==> config.mk <==
export PLATFORM = sky130hd
export DESIGN_NAME = timer_counter
export DESIGN_NICKNAME = d
export VERILOG_FILES = /design/src/rtl/timer_counter.sv
export SDC_FILE = /design/constraint.sdc
export NUM_CORES = 1
export LEC_CHECK = 0
export ABC_AREA = 1
export CAP_MARGIN = 20
export CORE_MARGIN = 2
export CORE_UTILIZATION = 55
export CTS_BUF_LIST = sky130_fd_sc_hd__clkbuf_8
export CTS_CLUSTER_SIZE = 20
export DETAILED_ROUTE_END_ITERATION = 10
export PLACE_DENSITY = 0.85
export SETUP_SLACK_MARGIN = 0.05
export SYNTH_ARGS = -nofsm -noshare
export SYNTH_HDL_FRONTEND = slang
export SYNTH_SLANG_ARGS = --single-unit
==> constraint.sdc <==
create_clock -name clk -period 3.85 [get_ports clk]
set_clock_uncertainty 0.1 [all_clocks]
set_input_delay 0.385 -clock clk [delete_from_list [all_inputs] [get_ports clk]]
set_output_delay 0.385 -clock clk [all_outputs]
set_load 0.1 [all_outputs]
==> src/rtl/timer_counter.sv <==
// timer_counter: memory-mapped countdown timer raising a level interrupt for CP0
module timer_counter #(
  parameter logic [31:0] BASE = 32'h0000_7F00
) (
  input  logic        clk,
  input  logic        reset,
  input  logic [31:0] Addr,
  input  logic        WE,
  input  logic [31:0] Din,
  output logic [31:0] Dout,
  output logic        IRQ
);
  typedef enum logic [1:0] {IDLE, LOAD, CNT, INT} state_t;
  state_t      r_state;
  logic [3:0]  r_ctrl;
  logic [31:0] r_preset;
  logic [31:0] r_count;
  logic        r_irq;
  logic        w_hit;
  logic [3:0]  w_reg;
  logic        w_wr_ctrl;
  logic        w_wr_pre;
  assign w_hit     = Addr[31:4] == BASE[31:4];
  assign w_reg     = Addr[3:0] >> 2;
  assign w_wr_ctrl = WE && w_hit && w_reg == 4'd0;
  assign w_wr_pre  = WE && w_hit && w_reg == 4'd1;
  assign IRQ       = r_ctrl[3] & r_irq;
  // read mux: selected register inside the window, zero elsewhere
  always_comb
    Dout = !w_hit ? 32'd0 :
           w_reg == 4'd0 ? {28'd0, r_ctrl} :
           w_reg == 4'd1 ? r_preset :
           w_reg == 4'd2 ? r_count : 32'd0;
  // countdown FSM; a software CTRL write comes last so it overrides the INT-state EN clear
  always_ff @(posedge clk) begin
    if (reset) begin
      r_state  <= IDLE;
      r_ctrl   <= 4'd0;
      r_preset <= 32'd0;
      r_count  <= 32'd0;
      r_irq    <= 1'b0;
    end else begin
      if (w_wr_pre) r_preset <= Din;
      case (r_state)
        IDLE: if (r_ctrl[0]) r_state <= LOAD;
        LOAD: begin
          r_count <= r_preset;
          r_state <= CNT;
        end
        CNT:
          if (!r_ctrl[0]) r_state <= IDLE;
          else if (r_count == 32'd0) begin
            r_state <= INT;
            r_irq   <= 1'b1;
          end else r_count <= r_count - 32'd1;
        default: begin
          r_state <= IDLE;
          if (r_ctrl[2:1] == 2'b01) r_irq <= 1'b0;
          else r_ctrl[0] <= 1'b0;
        end
      endcase
      if (w_wr_ctrl) begin
        r_ctrl <= Din[3:0];
        r_irq  <= 1'b0;
      end
    end
  end
endmodule

==> Word-level counts from Yosys, hierarchy flattened <==
Cells that the tools add are included.
{ "totals": {"reg_bits": 71, "latchBits": 0, "mem_bits_rw": 0, "rom_bits": 0, "wordCells": 55, "n_memories": 0} }
{ "classes": {"add_sub_neg": 1, "mul": 0, "div_mod_pow": 0, "order_cmp": 0, "eq_ne": 13, "n_shift": 0, "muxes": 18, "bitwise_logic": 2, "reduce_logical": 15} }
{ "ops": {"columns": ["cell", "n"], "rows": [
  ["two-way mux 32 bit", 6],
  ["one-hot mux 32 bit (2 select lines)", 1],
  ["zero test 32 bit", 1],
  ["subtractor 32 x 1 -> 32 bit (second input constant)", 1],
  ["== test 28 x 11 -> 1 bit (second input constant)", 1],
  ["inequality test 2 bit (second input constant)", 5],
  ["== test 2 x 1 -> 1 bit (second input constant)", 3],
  ["two-way mux 1 bit", 6],
  ["two-way mux 2 bit", 3],
  ["one-hot mux 2 bit (3 select lines)", 1],
  ["== test 2 bit (second input constant)", 2],
  ["zero test 4 bit", 1],
  ["AND reduction 2 bit", 2],
  ["AND reduction 4 bit", 1],
  ["nonzero test 2 bit", 2],
  ["OR reduction 2 bit", 2],
  ["logical AND 1 bit", 3],
  ["inequality test 3 bit (second input constant)", 1],
  ["AND reduction 3 bit", 1],
  ["OR reduction 3 bit", 1],
  ["zero test 2 bit", 1],
  ["inequality test 2 x 1 -> 1 bit (second input constant)", 1],
  ["one-hot mux 1 bit (2 select lines)", 1],
  ["AND 1 bit", 1],
  ["NOT 1 bit", 1]
]} }

==> Longest topological paths before layout <==
Gate-level depths: netlist of the first run.
{ "logic_depth": {"ltp_word": 5, "mapped_depth": 13} }

==> Worst setup path after synthesis of the first run <==
OpenSTA, ideal clock, no wires.
{ "synth_timing": {"path_kind": "input port to output port", "start": "in Addr[17]", "end": "out Dout[25]", "arrival_time_ps": 2651, "path_slack_ps": 714, "cell_stages": 6, "n_path_buf": 1, "cell_sequence": "nor4_1 nand2_1 nor2_1 nand4_1 clkbuf_1 a21oi_1"} }
{ "synth_between": {"elab_chain_len": 2} }
{ "synth_rtl": {"columns": ["item", "line_no", "rtl"], "rows": [
  ["from (decl)", "7", "input logic [31:0] Addr,"],
  ["== test 28 x 11 -> 1 bit", "23", "assign w_hit = Addr[31:4] == BASE[31:4];"],
  ["two-way mux 32 bit", "30", "Dout = !w_hit ? 32'd0 :"],
  ["to (decl)", "10", "output logic [31:0] Dout,"]
]} }
Every way passes these cells.

==> Worst setup path after layout of the first run <==
{ "layout_timing": {"start": "in Addr[3]", "end": "out Dout[15]"} }
{ "layout_between": {"elab_chain_len": 5, "word_cells_on_any_way": 7, "classes_between": "eq/ne: 2; mux: 4; reduce/logical: 1"} }
{ "layout_rtl": {"columns": ["item", "line_no", "rtl"], "rows": [
  ["== test 2 bit", "33", "w_reg == 4'd2 ? r_count : 32'd0;"],
  ["two-way mux 32 bit", "33", null],
  ["two-way mux 32 bit", "32", "w_reg == 4'd1 ? r_preset :"],
  ["two-way mux 32 bit (*)", "31", "w_reg == 4'd0 ? {28'd0, r_ctrl} :"],
  ["two-way mux 32 bit (*)", "30", null]
]} }
Mark *: on every way between the ends. The rest lies on a longest branch, timed or not.

==> flow_summary.yaml, run 1 <==
run_status:
  status: "finished, final reports clean"
clock_tree:
  numCtsBuffers: 9
  tritoncts: "done"
  h-tree-depth: 3
  cts-hold-fix-buffers: 0
  clock_path_buffers: 2
  worstSkewPairLatency_ps: 360
  root_buffer: "clkbuf_8"
  clock_sinks: 71
  path_clk_slew_ps: 70
  cts_resized: 0
  postCtsSetupBuffers: 0
place:
  place_ws_ps: 939
  post-dp-hpwl_um: 10000
  gp_congestion: 0.949
  numPortBuffers: 97
yosys:
  synth_top_cell_by_area: "dfxtp_1"
  seq_area_frac_synth: 0.288
  synth-warning-count: 0
  synth_cells: 893
  synth_area_um2: 4930
  synth_top_area_frac: 0.288
  synth-seq-cells: 71
  synthTopCellsByArea: "dfxtp_1, nand2_1, nor2_1"
  syn_nets: 961
  avgSynthCellArea_um2: 5.52
  synth.distinct_cells: 28
timing:
  tns_ps: 0
  final-setup-viol-count: 0
  finalCriticalPeriod_ps: 2960
  fmax_mhz: 338
  grt_setup_unrepaired: "no"
  final.setup.worst_slack_ps: 890
  fin_crit_sh: 0.769
  relSlewSlack: 0.358
  tightest_slew_ps: 960
  slew_viol_final: 0
  finalHoldViolCount: 0
pwr:
  p_per_area_nw_per_um2: 244
  ir_drop_mv: 0.214
  p_leak_uw: 0.00301
critical_path:
  critPathKind: "input port to output port"
  cp_data_required_time_ps: 3370
  cp_cell_sequence: "clkdlybuf4s50_1 > inv_1 > nor2_2 > buf_4 > nand2_1 > a21oi_1 > buf_12"
  cpPeakStageDelay_ps: 530
  cp_top_family: "buffers and inverters"
  end_kind: "output port"
  path_max_fanout: 19
  crit_buf_inv: 4
  start_kind: "input port"
  slowest_stage: "nor2_2"
  cp.arrival_ps: 2470
  r2r_slack_ps: 1380
floorplan:
  die_area_um2: 9730
  core_area_um2: 8720
  num_rows: 34
  initial_core_util: 0.565
  die_y_um: 98.7
  io_pins: 100
  die_w_um: 98.7
layout:
  diodes: 0
  ff_latch_area_um2: 1420
  syn_to_final_growth_pct: 31.9
  multi_input_area_um2: 2860
  final_cell_mix: "nand2_1, nor2_1, inv_1"
  fillers: 705
  drive_above_1_share: 0.0992
  finalNetCount: 1041
  final_common_cell: "nand2_1"
global_route:
  globalRouteTotalUtil: 0.310
  grt_max_degree: 46
  grt_pass1_vias: 5445
  overflow: 0
  grt_pass1_wl_um: 24800
  antenna_found_initial: 0
routing:
  postRouteWirelength_um: 14400
  drcViolationCount: 0
  avgRoutedWirePerCell_um: 13.3
  ant_nets: 0
  vias: 5750
  initialDrtViolationCount: 558
  via_per_inst: 5.29
  first_pass_iters: 5
job:
  max-cap-violations: 0
hold_path:
  hp-class: "flip-flop to flip-flop"
-- flip-flops by register name, indices dropped and copies added, names as in the netlist --
| signal | flops |
|---|---|
| r_count | 32 |
| r_ctrl | 4 |
| r_irq | 1 |
| r_preset | 32 |
| r_state | 2 |
-- worst register-to-register path, stage by stage (launching register included) --
cell and delay [ps]:
dfxtp_1 320, inv_1 130, ha_1 250, nand2_1 110, nor2_1 120, nand2_2 100
nor2_4 170, nand3_2 160, nand2_4 350, nand2_4 160, inv_6 260, nor2_1 80
nor2_1 110
-- synth_stat cells (all sizes together) --
master    n
a21oi    36
a221oi    1
buf       9
clkbuf   27
dfxtp    71
ha        1
inv     129
nand2   265
nand3    72
nand3b    1
nand4     5
nor2    198
nor3      2
nor3b     1
nor4      4
o21ai    66
o22ai     3
xor2      2
-- routing by layer --
| layer | track usage | vias up | wire length [um] |
|---|---|---|---|
| met5 | 0 | - | 0 |
| met4 | 0.101 | 0 | 308 |
| met3 | 0.0674 | 41 | 1400 |
| met2 | 0.481 | 292 | 6490 |
| met1 | 0.429 | 2502 | 6210 |
| li1 | - | 2915 | - |
-- metrics by stage --
stage | utilization | power (uW) | hold slack, ps | std cells | instance area, um2
2_1_floorplan | - | 783 | 339 | 893 | 4930
3_3_place_gp | 0.717 | 861 | 367 | 1070 | 6250
3_5_place_dp | 0.717 | 863 | 373 | 1070 | 6250
4_1_cts | 0.745 | 1590 | 394 | 1086 | 6500
5_1_grt | 0.745 | 1640 | 425 | 1086 | 6500
6_report | 0.745 | 1590 | 401 | 1086 | 6500
-- area by class of cell --
| class | instances | share of cell area |
|---|---|---|
| well taps | 108 | 0.0208 |
| clock inverters | 7 | 0.0183 |
| multi-input cells | 657 | 0.440 |
| inverters | 129 | 0.0753 |
| clock buffers | 9 | 0.0191 |
| repair buffers | 105 | 0.208 |
| flip-flops and latches | 71 | 0.219 |
-- cells by family (layout without fill, tap and decap cells) --
logic type	Yosys count	count (layout)	synth area share
XOR/XNOR	2	2	0.00356
AND/OR/NAND/NOR	548	548	0.464
AO/OA/AOI/OAI	106	106	0.109
buffers and inverters	165	250	0.133
flip-flops	71	71	0.288
adder cells (fa/ha/maj)	1	1	0.00254
-- worst paths after layout --
kind / startpoint / endpoint / cells after the start
hold / removal: r_irq$_SDFFE_PP0P_ / r_irq$_SDFFE_PP0P_ / 2
setup / recovery: Addr[3] / Dout[15] / 7
hold reg to reg: r_irq$_SDFFE_PP0P_ / r_irq$_SDFFE_PP0P_ / 2
setup reg to reg: r_count[0]$_SDFFE_PP0P_ / r_count[0]$_SDFFE_PP0P_ / 12
-- report_power, final --
part           internal, uW  switching [uW]  total [uW]
sequential              733     0.000000767         733
clock                   431             310         742
combinational          66.8            45.8         113
total                  1230             356        1590
No activity file was read; power rests on OpenSTA's default activity.
==> inputs of run 2 (changes only) <==
--- a/config.mk
+++ b/config.mk
@@ -8,11 +8,11 @@
 export ABC_AREA = 1
 export CAP_MARGIN = 20
 export CORE_MARGIN = 2
-export CORE_UTILIZATION = 55
+export CORE_UTILIZATION = 54
 export CTS_BUF_LIST = sky130_fd_sc_hd__clkbuf_8
 export CTS_CLUSTER_SIZE = 20
 export DETAILED_ROUTE_END_ITERATION = 10
-export PLACE_DENSITY = 0.85
+export PLACE_DENSITY = 0.83
 export SETUP_SLACK_MARGIN = 0.05
 export SYNTH_ARGS = -nofsm -noshare
 export SYNTH_HDL_FRONTEND = slang
==> constraint.sdc (replaced) <==
create_clock -name clk -period 3 [get_ports clk]
set_clock_uncertainty 0.1 [all_clocks]
set_input_delay 0.3 -clock clk [delete_from_list [all_inputs] [get_ports clk]]
set_output_delay 0.3 -clock clk [all_outputs]
set_load 0.1 [all_outputs]
==> flow_summary.yaml, run 2 (synthesized netlist as in run 1, its figures left out) <==
routing:
  via_per_inst: 5.23
  vias: 5705
  avgRoutedWirePerCell_um: 13.0
  drcViolationCount: 0
  ant_nets: 0
  initialDrtViolationCount: 419
  postRouteWirelength_um: 14100
  first_pass_iters: 7
clock_tree:
  numCtsBuffers: 9
  root_buffer: "clkbuf_8"
  postCtsSetupBuffers: 0
  clock_sinks: 71
  h-tree-depth: 3
  cts_resized: 0
  worstSkewPairLatency_ps: 360
  tritoncts: "done"
  clock_path_buffers: 2
  cts-hold-fix-buffers: 0
  path_clk_slew_ps: 80
critical_path:
  cpPeakStageDelay_ps: 430
  cp_cell_sequence: "clkdlybuf4s50_1 > nor4_1 > nand2_1 > nor2_1 > nand4_1 > buf_4 > a21oi_1 > buf_12"
  path_max_fanout: 32
  slowest_stage: "clkdlybuf4s50_1"
  end_kind: "output port"
  start_kind: "input port"
  critPathKind: "input port to output port"
  cp_data_required_time_ps: 2600
  cp.arrival_ps: 2130
pwr:
  p_leak_uw: 0.00303
  ir_drop_mv: 0.274
  p_sw_frac: 0.240
  p_seq_frac: 0.499
  power_uw: 1890
  clock_power_share: 0.423
  switching_power_uw: 453
  p_per_area_nw_per_um2: 291
  p_int_uw: 1430
  pwr-share-comb: 0.078
layout:
  final_common_cell: "nand2_1"
  final_cell_mix: "nand2_1, nor2_1, inv_1"
  finalNetCount: 1046
  diodes: 0
  top_regs: "r_count (32), r_preset (32), r_ctrl (4)"
  final_util: 0.737
  syn_to_final_growth_pct: 31.7
  drive_above_1_share: 0.104
floorplan:
  die_w_um: 99.5
  initial_core_util: 0.560
  io_pins: 100
  die_area_um2: 9900
  num_rows: 34
  core_area_um2: 8810
  die_y_um: 99.5
global_route:
  antenna_found_initial: 0
  overflow: 0
  globalRouteTotalUtil: 0.290
  grt_pass1_vias: 5167
  grt_max_degree: 46
  grt_pass1_wl_um: 23400
timing:
  finalCriticalPeriod_ps: 2530
  whs_ps: 382
  tns_ps: 0
  relSlewSlack: 0.655
  slew_viol_final: 0
  finalHoldViolCount: 0
  grt_setup_unrepaired: "no"
  final-setup-viol-count: 0
  tightest_slew_ps: 512
  fmax_mhz: 395
  fin_crit_sh: 0.843
place:
  numPortBuffers: 97
  post-dp-hpwl_um: 10000
  gp_congestion: 0.969
job:
  max-cap-violations: 0
run_status:
  status: "finished, final reports clean"
hold_path:
  hp-class: "flip-flop to flip-flop"
[run 2: path summary, 6_finish.rpt]
| check | slack [ps] | startpoint | endpoint | depth (start not counted) |
|---|---|---|---|---|
| min reg2reg | 380 | r_irq$_SDFFE_PP0P_ | r_irq$_SDFFE_PP0P_ | 2 |
| max | 470 | Addr[16] | Dout[15] | 8 |
| min | 380 | r_irq$_SDFFE_PP0P_ | r_irq$_SDFFE_PP0P_ | 2 |
| max reg2reg | 700 | r_count[0]$_SDFFE_PP0P_ | r_count[13]$_SDFFE_PP0P_ | 12 |
[run 2: metal layers]
layer	wire [um]	track usage	part of all wire
met5	0	0	0
met2	6120	0.456	0.43
met4	250	0.102	0.018
met1	6220	0.396	0.44
met3	1550	0.0576	0.11
[run 2: power groups by stage]
stage          logic [uW]  registers [uW]  clock network [uW]
2_1_floorplan        41.1             964                   0
3_3_place_gp          146             964                   0
3_5_place_dp          147             964                   0
4_1_cts               147             941                 791
5_1_grt               160             941                 841
6_report              147             941                 799
[run 2: cell type report]
class / instances / area (um2)
Inverter: 129 / 489
Clock buffer: 10 / 138
Sequential cell: 71 / 1420
Multi-Input combinational cell: 657 / 2860
Timing Repair Buffer: 110 / 1390
Clock inverter: 6 / 61.3
Tap cell: 108 / 135
Fill cell: 755 / 2320
[run 2: critical path, delay by kind of cell]
| kind | cells | cell delay (ps) |
|---|---|---|
| AO/OA/AOI/OAI | 1 | 340 |
| buffers and inverters | 3 | 910 |
| AND/OR/NAND/NOR | 4 | 570 |
[run 2: metrics by stage]
| stage | setup slack (ps) | instance area, um2 | instances |
|---|---|---|---|
| 5_1_grt | 328 | 6490 | 1091 |
| 3_3_place_gp | 499 | 6290 | 1075 |
| 4_1_cts | 480 | 6490 | 1091 |
| 6_report | 471 | 6490 | 1091 |
| 2_1_floorplan | 34.4 | 4930 | 893 |
| 3_5_place_dp | 487 | 6290 | 1075 |
